===== src/rtl/mbox_arb_pkg.sv =====
// Shared types and defaults for the MBOX cycle arbiter.
//   tMboxCycType  : cycle owner encoding, MB=0 CHAN=1 CCA=2 EBOX=3
//   tMboxArbState : arbiter FSM states
package mbox_arb_pkg;

    localparam int STARVE_LIMIT_DEF   = 4;
    localparam int TIMEOUT_CYCLES_DEF = 255;

    typedef enum logic [1:0] {
        CYC_MB   = 2'd0,
        CYC_CHAN = 2'd1,
        CYC_CCA  = 2'd2,
        CYC_EBOX = 2'd3
    } tMboxCycType;

    typedef enum logic {
        ST_IDLE = 1'b0,
        ST_BUSY = 1'b1
    } tMboxArbState;

endpackage


===== src/rtl/mbox_cyc_arb_if.sv =====
// Request/grant bundle between the requesters, the CSH sequencer and the
// MBOX cycle arbiter.
//   master : requester/CSH side (drives requests, cyc_done, err_clr)
//   slave  : arbiter side (drives grants and status)
interface mbox_cyc_arb_if
    import mbox_arb_pkg::*;
();

    logic        mb_req;
    logic        chan_req;
    logic        cca_req;
    logic        ebox_req;
    logic        cyc_done;
    logic        err_clr;
    logic        mb_grant;
    logic        chan_grant;
    logic        cca_grant;
    logic        ebox_grant;
    logic        cyc_active;
    tMboxCycType cyc_type;
    logic        starve_boost;
    logic        timeout_err;

    modport master (
        output mb_req, chan_req, cca_req, ebox_req, cyc_done, err_clr,
        input  mb_grant, chan_grant, cca_grant, ebox_grant,
        input  cyc_active, cyc_type, starve_boost, timeout_err
    );

    modport slave (
        input  mb_req, chan_req, cca_req, ebox_req, cyc_done, err_clr,
        output mb_grant, chan_grant, cca_grant, ebox_grant,
        output cyc_active, cyc_type, starve_boost, timeout_err
    );

endinterface


===== src/rtl/mbox_arb_prio.sv =====
// Combinational priority resolver for the MBOX cycle arbiter.
//   mb_req..ebox_req : level requests
//   boost            : promote EBOX just below MB
//   win              : one-hot winner, bit0 MB, bit1 CHAN, bit2 CCA, bit3 EBOX
//   win_type         : winner as tMboxCycType (don't-care when win is zero)
module mbox_arb_prio
    import mbox_arb_pkg::*;
(
    input  logic        mb_req,
    input  logic        chan_req,
    input  logic        cca_req,
    input  logic        ebox_req,
    input  logic        boost,
    output logic [3:0]  win,
    output tMboxCycType win_type
);

    always_comb begin
        win      = 4'b0000;
        win_type = CYC_MB;
        if (mb_req) begin
            win      = 4'b0001;
            win_type = CYC_MB;
        end else if (boost && ebox_req) begin
            win      = 4'b1000;
            win_type = CYC_EBOX;
        end else if (chan_req) begin
            win      = 4'b0010;
            win_type = CYC_CHAN;
        end else if (cca_req) begin
            win      = 4'b0100;
            win_type = CYC_CCA;
        end else if (ebox_req) begin
            win      = 4'b1000;
            win_type = CYC_EBOX;
        end
    end

endmodule


===== src/rtl/mbox_cyc_arb.sv =====
// MBOX cycle arbiter: picks one of MB/CHAN/CCA/EBOX per MBOX cycle, pulses
// its grant for one cycle and holds BUSY until CSH reports cyc_done.
//   clk, rst_n : clock, async active-low reset
//   bus        : mbox_cyc_arb_if.slave (requests, cyc_done, err_clr in;
//                grants, cyc_active, cyc_type, starve_boost, timeout_err out)
// Optional watchdog: define MBOX_ARB_TIMEOUT_EN to abort BUSY after
// TIMEOUT_CYCLES cycles without cyc_done and flag timeout_err.
//
// state   | meaning
// --------+--------------------------------------------------------------
// ST_IDLE | no cycle in progress; arbitrate any pending request
// ST_BUSY | cycle owned by cyc_type; grant pulsed on first cycle only
module mbox_cyc_arb
    import mbox_arb_pkg::*;
#(
    parameter int STARVE_LIMIT   = STARVE_LIMIT_DEF,
    parameter int TIMEOUT_CYCLES = TIMEOUT_CYCLES_DEF
) (
    input  logic          clk,
    input  logic          rst_n,
    mbox_cyc_arb_if.slave bus
);

    localparam int SC_W = $clog2(STARVE_LIMIT + 1);

    tMboxArbState    state_q, state_nxt;
    logic [3:0]      grant_q, grant_nxt;
    tMboxCycType     type_q, type_nxt;
    logic [SC_W-1:0] scnt_q, scnt_nxt;
    logic            boost_q, boost_nxt;
    logic            active_q, active_nxt;
    logic            err_q, err_nxt;

    logic            boost_now;
    logic [3:0]      win;
    tMboxCycType     win_type;
    logic            done_ok;
    logic            wd_expire;

    assign boost_now = (scnt_q == SC_W'(STARVE_LIMIT)) && bus.ebox_req;

    mbox_arb_prio u_prio (
        .mb_req   (bus.mb_req),
        .chan_req (bus.chan_req),
        .cca_req  (bus.cca_req),
        .ebox_req (bus.ebox_req),
        .boost    (boost_now),
        .win      (win),
        .win_type (win_type)
    );

    // grant_q is nonzero only in the grant cycle, where cyc_done is ignored
    assign done_ok = (state_q == ST_BUSY) && (grant_q == 4'b0000) && bus.cyc_done;

`ifdef MBOX_ARB_TIMEOUT_EN
    localparam int WD_W = $clog2(TIMEOUT_CYCLES + 1);

    logic [WD_W-1:0] wd_q, wd_nxt;

    // Down-counter loaded on grant; terminal count in BUSY is the last
    // permitted cycle, so BUSY lasts exactly TIMEOUT_CYCLES cycles.
    always_comb begin
        wd_nxt = wd_q;
        if (state_q == ST_IDLE && win != 4'b0000)
            wd_nxt = WD_W'(TIMEOUT_CYCLES - 1);
        else if (state_q == ST_BUSY && wd_q != '0)
            wd_nxt = wd_q - 1'b1;
    end

    assign wd_expire = (state_q == ST_BUSY) && (wd_q == '0) && !done_ok;

    always_ff @(posedge clk or negedge rst_n) begin
        if (!rst_n) wd_q <= '0;
        else        wd_q <= wd_nxt;
    end
`else
    // No watchdog; the parameter stays referenced so both builds share
    // one port/parameter list.
    assign wd_expire = (TIMEOUT_CYCLES < 0);
`endif

    always_comb begin
        state_nxt = state_q;
        grant_nxt = 4'b0000;
        type_nxt  = type_q;
        scnt_nxt  = scnt_q;
        case (state_q)
            ST_IDLE: begin
                if (!bus.ebox_req)
                    scnt_nxt = '0;
                if (win != 4'b0000) begin
                    state_nxt = ST_BUSY;
                    grant_nxt = win;
                    type_nxt  = win_type;
                    if (win[3])
                        scnt_nxt = '0;
                    else if ((win[1] || win[2]) && bus.ebox_req &&
                             scnt_q != SC_W'(STARVE_LIMIT))
                        scnt_nxt = scnt_q + 1'b1;
                end
            end
            ST_BUSY: begin
                if (done_ok || wd_expire)
                    state_nxt = ST_IDLE;
            end
            default: state_nxt = ST_IDLE;
        endcase
        active_nxt = (state_nxt == ST_BUSY);
        boost_nxt  = (scnt_nxt == SC_W'(STARVE_LIMIT)) && bus.ebox_req;
        // a watchdog set beats a same-cycle clear
        if (wd_expire)
            err_nxt = 1'b1;
        else if (bus.err_clr)
            err_nxt = 1'b0;
        else
            err_nxt = err_q;
    end

    always_ff @(posedge clk or negedge rst_n) begin
        if (!rst_n) begin
            state_q  <= ST_IDLE;
            grant_q  <= 4'b0000;
            type_q   <= CYC_MB;
            scnt_q   <= '0;
            boost_q  <= 1'b0;
            active_q <= 1'b0;
            err_q    <= 1'b0;
        end else begin
            state_q  <= state_nxt;
            grant_q  <= grant_nxt;
            type_q   <= type_nxt;
            scnt_q   <= scnt_nxt;
            boost_q  <= boost_nxt;
            active_q <= active_nxt;
            err_q    <= err_nxt;
        end
    end

    assign bus.mb_grant     = grant_q[0];
    assign bus.chan_grant   = grant_q[1];
    assign bus.cca_grant    = grant_q[2];
    assign bus.ebox_grant   = grant_q[3];
    assign bus.cyc_active   = active_q;
    assign bus.cyc_type     = type_q;
    assign bus.starve_boost = boost_q;
    assign bus.timeout_err  = err_q;

endmodule


===== src/flat_wrapper.sv =====
// flat-port wrapper written by rule: the top's interface ports become plain ports
module mbox_cyc_arb_flat import mbox_arb_pkg::*;
#(
    parameter int STARVE_LIMIT   = STARVE_LIMIT_DEF,
    parameter int TIMEOUT_CYCLES = TIMEOUT_CYCLES_DEF
)
  (clk, rst_n, bus_mb_req, bus_chan_req, bus_cca_req, bus_ebox_req, bus_cyc_done, bus_err_clr, bus_mb_grant, bus_chan_grant, bus_cca_grant, bus_ebox_grant, bus_cyc_active, bus_cyc_type, bus_starve_boost, bus_timeout_err);
  mbox_cyc_arb_if bus_i ();
  input  logic clk;
  input  logic rst_n;
  input wire logic [$bits(bus_i.mb_req)-1:0] bus_mb_req;
  input wire logic [$bits(bus_i.chan_req)-1:0] bus_chan_req;
  input wire logic [$bits(bus_i.cca_req)-1:0] bus_cca_req;
  input wire logic [$bits(bus_i.ebox_req)-1:0] bus_ebox_req;
  input wire logic [$bits(bus_i.cyc_done)-1:0] bus_cyc_done;
  input wire logic [$bits(bus_i.err_clr)-1:0] bus_err_clr;
  output wire logic [$bits(bus_i.mb_grant)-1:0] bus_mb_grant;
  output wire logic [$bits(bus_i.chan_grant)-1:0] bus_chan_grant;
  output wire logic [$bits(bus_i.cca_grant)-1:0] bus_cca_grant;
  output wire logic [$bits(bus_i.ebox_grant)-1:0] bus_ebox_grant;
  output wire logic [$bits(bus_i.cyc_active)-1:0] bus_cyc_active;
  output wire logic [$bits(bus_i.cyc_type)-1:0] bus_cyc_type;
  output wire logic [$bits(bus_i.starve_boost)-1:0] bus_starve_boost;
  output wire logic [$bits(bus_i.timeout_err)-1:0] bus_timeout_err;
  assign bus_i.mb_req = bus_mb_req;
  assign bus_i.chan_req = bus_chan_req;
  assign bus_i.cca_req = bus_cca_req;
  assign bus_i.ebox_req = bus_ebox_req;
  assign bus_i.cyc_done = bus_cyc_done;
  assign bus_i.err_clr = bus_err_clr;
  assign bus_mb_grant = bus_i.mb_grant;
  assign bus_chan_grant = bus_i.chan_grant;
  assign bus_cca_grant = bus_i.cca_grant;
  assign bus_ebox_grant = bus_i.ebox_grant;
  assign bus_cyc_active = bus_i.cyc_active;
  assign bus_cyc_type = bus_i.cyc_type;
  assign bus_starve_boost = bus_i.starve_boost;
  assign bus_timeout_err = bus_i.timeout_err;
  mbox_cyc_arb #(.STARVE_LIMIT(STARVE_LIMIT), .TIMEOUT_CYCLES(TIMEOUT_CYCLES)) u_core (.clk(clk), .rst_n(rst_n), .bus(bus_i));
endmodule

===== config.mk =====
export PLATFORM = sky130hd
export DESIGN_NAME = mbox_cyc_arb_flat
export DESIGN_NICKNAME = d
export VERILOG_FILES = /design/src/rtl/mbox_arb_pkg.sv /design/src/rtl/mbox_cyc_arb_if.sv /design/src/rtl/mbox_arb_prio.sv /design/src/rtl/mbox_cyc_arb.sv /design/src/flat_wrapper.sv
export SDC_FILE = /design/constraint.sdc
export NUM_CORES = 1
export LEC_CHECK = 0
export ABC_CLOCK_PERIOD_IN_PS = 4920
export CORE_AREA = 4 4 41 43
export CTS_BUF_LIST = sky130_fd_sc_hd__clkbuf_8 sky130_fd_sc_hd__clkbuf_16
export DETAILED_ROUTE_END_ITERATION = 10
export DIE_AREA = 0 0 45 47
export PLACE_DENSITY = 0.81
export SYNTH_ARGS = -nofsm -noshare
export SYNTH_HDL_FRONTEND = slang
export SYNTH_SLANG_ARGS = --single-unit

===== constraint.sdc =====
create_clock -name clk -period 4.92 [get_ports clk]
set_input_delay 0.492 -clock clk [delete_from_list [all_inputs] [get_ports clk]]
set_output_delay 0.492 -clock clk [all_outputs]
set_load 0.02 [all_outputs]

# After elaboration in Yosys (flattened, before gate mapping)
# Cells that the tools add are included.
[totals]
wordCells = 41
register_bits = 11
out_inout_bits = 9
input_bits = 8
[op_classes]
n_eq_ne = 3
reduce_logical = 11
add_sub_neg = 1
mux = 20
bitwise_logic = 1
[ops]
columns = ["op", "n"]
rows = [
  ["4-bit two-way mux", 7],
  ["3-bit two-way mux", 5],
  ["2-bit two-way mux", 5],
  ["1-bit logical AND", 7],
  ["3-bit == test, second input constant", 2],
  ["4-bit zero test", 1],
  ["4-bit nonzero test", 1],
  ["3-bit by 1-bit adder with 3-bit output, second input constant", 1],
  ["3-bit inequality test, second input constant", 1],
  ["1-bit two-way mux", 2],
  ["1-bit one-hot mux with 2 select lines", 1],
  ["2-bit AND reduction", 1],
  ["1-bit logical OR", 1],
  ["1-bit inverter", 1],
]

# Longest topological paths before layout
[depth]
word_depth = 14
mapped_depth = 6
mapped_depth_nobuf = 6

# Cells and area by module
# A second synthesis with hierarchy kept.
[unflattened]
cells_unflattened = 62
hier_area_um2 = 646.9
[by_module_without_submodules]
columns = ["mod", "area_each_um2", "seq_area_each_um2", "cells_each", "instances"]
rows = [
  ["mbox_cyc_arb", 558.0, 275.3, 49, 1],
  ["mbox_arb_prio", 88.8, 0.0, 13, 1],
]

# Least setup slack after synthesis
# Ideal clock, no wire load.
[synth_timing]
kind = "flip-flop to flip-flop"
start = "register u_core.scnt_q[0]"
end = "register u_core.boost_q, in the netlist u_core.bus.starve_boost"
path_stages_with_launch = 6
arrival_ns = 1.452
n_path_buf = 0
setup_slack_ns = 3.347
setup_time_ns = 0.121
t_required_ns = 4.799
period_less_slack_ns = 1.573
cell_sequence = "dfrtp_1 > inv_1 > ha_1 > o41a_1 > o221a_1 > and4b_1"
[synth_via]
elab_chain_len = 14
word_cells_on_any_way = 18
cone_classes = "add/sub: 1; eq/ne: 3; mux: 7; reduce/logical: 7"
[synth_lines]
columns = ["item", "line_no", "rtl"]
rows = [
  ["start, declared", "mbox_cyc_arb.sv:29", "logic [SC_W-1:0] scnt_q, scnt_nxt;"],
  ["start signal, assigned", "mbox_cyc_arb.sv:132", "scnt_q <= scnt_nxt;"],
  ["3-bit == test", "mbox_cyc_arb.sv:40", "assign boost_now = (scnt_q == SC_W'(STARVE_LIMIT)) && bus.ebox_req;"],
  ["1-bit logical AND", "mbox_cyc_arb.sv:40", ""],
  ["1-bit logical AND", "mbox_arb_prio.sv:24", "end else if (boost && ebox_req) begin"],
  ["4-bit two-way mux", "mbox_arb_prio.sv:24", ""],
  ["4-bit two-way mux", "mbox_arb_prio.sv:21", "if (mb_req) begin"],
  ["1-bit logical OR", "mbox_cyc_arb.sv:97", "else if ((win[1] || win[2]) && bus.ebox_req &&"],
  ["1-bit logical AND (2 in series)", "mbox_cyc_arb.sv:97", ""],
  ["3-bit two-way mux", "mbox_cyc_arb.sv:97", ""],
  ["3-bit two-way mux", "mbox_cyc_arb.sv:95", "if (win[3])"],
  ["3-bit two-way mux *", "mbox_cyc_arb.sv:91", "if (win != 4'b0000) begin"],
  ["3-bit two-way mux *", "mbox_cyc_arb.sv:87", "case (state_q)"],
  ["named net u_core.scnt_nxt[2]", "mbox_cyc_arb.sv:29", ""],
  ["3-bit == test *", "mbox_cyc_arb.sv:109", "boost_nxt = (scnt_nxt == SC_W'(STARVE_LIMIT)) && bus.ebox_req;"],
  ["1-bit logical AND *", "mbox_cyc_arb.sv:109", ""],
  ["named net u_core.boost_nxt", "mbox_cyc_arb.sv:30", "logic boost_q, boost_nxt;"],
  ["end signal, assigned", "mbox_cyc_arb.sv:133", "boost_q <= boost_nxt;"],
  ["end, declared", "mbox_cyc_arb.sv:30", ""],
]
# The timed path passes the listed nets; every way through them passes the cells marked *.
# A chain may end at the register's enable or synchronous reset.

==> flow_summary.yaml <==
final_layout:
  multi_input_area_sq_um: 240.2
  register_area_sq_um: 275.3
  design.final.nets: 80
  antenna_cells: 0
  final_util_pct: 56.73
  flow.area_growth_from_synthesis_pct: 34.09
  fraction_of_layout_cells_with_a_size_suffix_above_1_pct: 8.696
  fill_cells: 121
clocking:
  postCtsHoldBufs: 0
  clk_pin_slew_worst_paths_ns: 0.05
  cts_htree_levels: 1
  post_cts_buffers: 0
  cts_tree: "yes"
  tritoncts.num_buffers: 3
  cts-root-to-sink-buffers: 2
  cts_sinks: 11
  post_cts_resized: 0
  clk_latency_worst_skew_pair_ns: 0.24
  cts_root_buffer: "clkbuf_8"
floorplan:
  dieHeight_microns: 47
  floorplan.rows: 13
  floorplan.initialDensity_pct: 42.31
  io_pins: 17
  die-area_sq_um: 2115
  core-area_sq_um: 1301
  dieWidth_microns: 45
worst_setup_path:
  timing.critical_path.buf_inv: 1
  cp_cell_sequence: "clkdlybuf4s50_1"
  critPathArrivalTime_ns: 1.47
  critPathRequiredTime_ns: 4.43
  cell_family_with_the_largest_share_of_critical_path_delay: "buffers and inverters"
  path_class: "reg2out"
  worstSetupEndpointType: "primary output"
  critPathSlowestCell: "clkdlybuf4s50_1"
  max_stage_delay_ns: 0.68
  timing.critical_path.from_type: "flop"
  largest_driver_fanout_on_the_critical_path: 12
logic_synthesis:
  synth_async_sr_flop_share_pct: 100.0
  synth_ff_type: "dfrtp_1"
  post_synth_instance_area_sq_um: 550.5
  post-synth-top-area-cell: "dfrtp_1"
  synth.cells.most_frequent: "11 x dfrtp_1, 5 x inv_1, 5 x nor2_1, 4 x nand2_1, 3 x nor3_1"
  yosysUniqueCellTypes: 29
  yosys_warnings: 0
  ys_seq_elements: 11
  synth-edff-count: 0
  yosys.cell_count.top_type: "dfrtp_1"
  synth_area_leaders: "dfrtp_1 50%, ha_1 4.5%, inv_1 3.4%"
  yosysSeqAreaShare_pct: 50.00
  netlist_instances: 54
  area_fraction_of_the_dominant_cell_type_after_synthesis_pct: 50.00
  post_synth.cell_area_avg_sq_um: 10.19
  synth_nets: 64
sta:
  tightest_slew_ns: 0.4970
  number_of_pins_with_negative_max_slew_slack_in_the_final_report: 0
  final.setup.worst_slack_ns: 2.953
  post-route-period-util_pct: 39.98
  fin_crit_ns: 1.967
  setup-violations-final: 0
  slew_headroom_pct: 66.76
  setup_total_negative_slack_ns: 0
  grt_setup_unrepaired: "false"
  finalClockSkew_ns: 0.002093
  maxClockFrequency_ghz: 0.5084
  finalHoldViolCount: 0
drt:
  routed_via_density: 5.524
  post_drt_wl_per_cell_microns: 14.05
  wl_microns: 1180
  via_count: 464
  dr.first_iter.drc_count: 9
  drc: 0
  dr.pass1.iters: 4
  detail-route-antenna-nets: 0
outcome:
  status: "complete, no violations"
pwr:
  power.ir.vdd_worst_mv: 0.2260
  power-per-cell-area_nw_per_um2: 417.7
  total_power_mw: 0.3084
  total_leakage_power_nw: 0.3282
min_path:
  hold_class: "reg2reg"
global_routing:
  grt_first_pass_wirelength_microns: 1918
  grt_overflow: 0
  grt_usage_pct: 13.62
  antenna_violations_before_repair: 0
  grt_start_max_net_pins: 13
  via_count_of_the_first_global_routing_pass: 425
place:
  place.gp.congestion: 0.8120
  hpwlAfterDp_microns: 889.8
  pre_cts_setup_slack_ns: 2.790
  numPortBuffers: 14
run:
  cap_violations: 0
[kinds of logic after synthesis]
logic type / share of synthesized area [%]
other cells: 0.6812
compound gates: 15.91
buf+inv: 6.363
flops: 50.00
simple gates: 22.50
fa+ha+maj: 4.545
[metrics by stage]
stage / cell area, sq um / instances / hold slack, ns
final: 738.2 / 84 / 0.4937
after global routing: 738.2 / 84 / 0.5249
after CTS: 738.2 / 84 / 0.4969
after detailed placement: 693.2 / 80 / 0.4806
after global placement: 693.2 / 80 / 0.4742
after floorplan: 550.5 / 54 / 0.1964
[area by class of cell]
cell class / instances / area share (%)
inverter: 5 / 2.542
sequential: 11 / 37.29
timing repair buffer: 14 / 18.98
clock buffer: 3 / 5.593
clock inverter: 1 / 0.5085
multi-input combinational: 35 / 32.54
tap: 15 / 2.542
[sequential cells by signal (all words and copies together) (netlist names)]
signal and count:
u_core.grant_q 4, u_core.scnt_q 3, u_core.bus.cyc_type 2, u_core.bus.starve_boost 1, u_core.state_q 1
[routing by layer]
layer	GRT usage (%)	part of all wire [%]	up-vias
met5	0	0	-
met4	10.53	3.4	0
met3	4.598	6.1	4
met2	19.49	46	16
met1	16.82	44	221
li1	-	-	223
[power by group]
part | leakage, nW | switching [mW] | internal (mW)
Combinational | 0.159 | 0.0473 | 0.0467
Sequential | 0.142 | 0.0176 | 0.108
Clock | 0.0269 | 0.0342 | 0.0548
Total | 0.328 | 0.0991 | 0.209
[worst paths after layout]
check                                                    from                            endpoint  slack (ns)  cells past startpoint
setup / recovery                     u_core.state_q$_DFF_PN0_                      bus_cyc_active        2.95                      1
hold / removal             u_core.bus.cyc_type[1]$_DFFE_PN0P_  u_core.bus.cyc_type[1]$_DFFE_PN0P_        0.49                      1
setup reg to reg                   u_core.scnt_q[0]$_DFF_PN0_   u_core.bus.starve_boost$_DFF_PN0_        3.18                      5
hold reg to reg            u_core.bus.cyc_type[1]$_DFFE_PN0P_  u_core.bus.cyc_type[1]$_DFFE_PN0P_        0.49                      1
max in group asynchronous                               rst_n          u_core.scnt_q[1]$_DFF_PN0_        4.00                      1
min in group asynchronous                               rst_n         u_core.grant_q[2]$_DFF_PN0_        0.59                      1
[layout by cell type, fill, tap and decap left out]
master | Yosys | layout
conb_1 | 1 | 1
nor2b_1 | 1 | 1
o22a_1 | 1 | 1
and4b_2 | 1 | 1
and3_1 | 1 | 1
clkdlybuf4s50_1 | 0 | 14
a22o_1 | 2 | 2
o21a_1 | 1 | 1
nand3_1 | 1 | 1
nor2_2 | 1 | 1
nand3b_1 | 1 | 1
o221a_1 | 1 | 1
o41ai_1 | 1 | 1
o41a_1 | 1 | 1
nor3_1 | 3 | 3
a21oi_1 | 1 | 1
and4b_1 | 1 | 1
nand2b_1 | 1 | 1
inv_1 | 5 | 6
clkbuf_8 | 0 | 3
nand2_1 | 4 | 4
a32oi_1 | 1 | 1
ha_1 | 2 | 2
dfrtp_1 | 11 | 11
o2bb2ai_1 | 1 | 1
and3_2 | 1 | 1
nor2_1 | 5 | 5
nor4b_1 | 1 | 1
(Power assumes the default switching activity.)
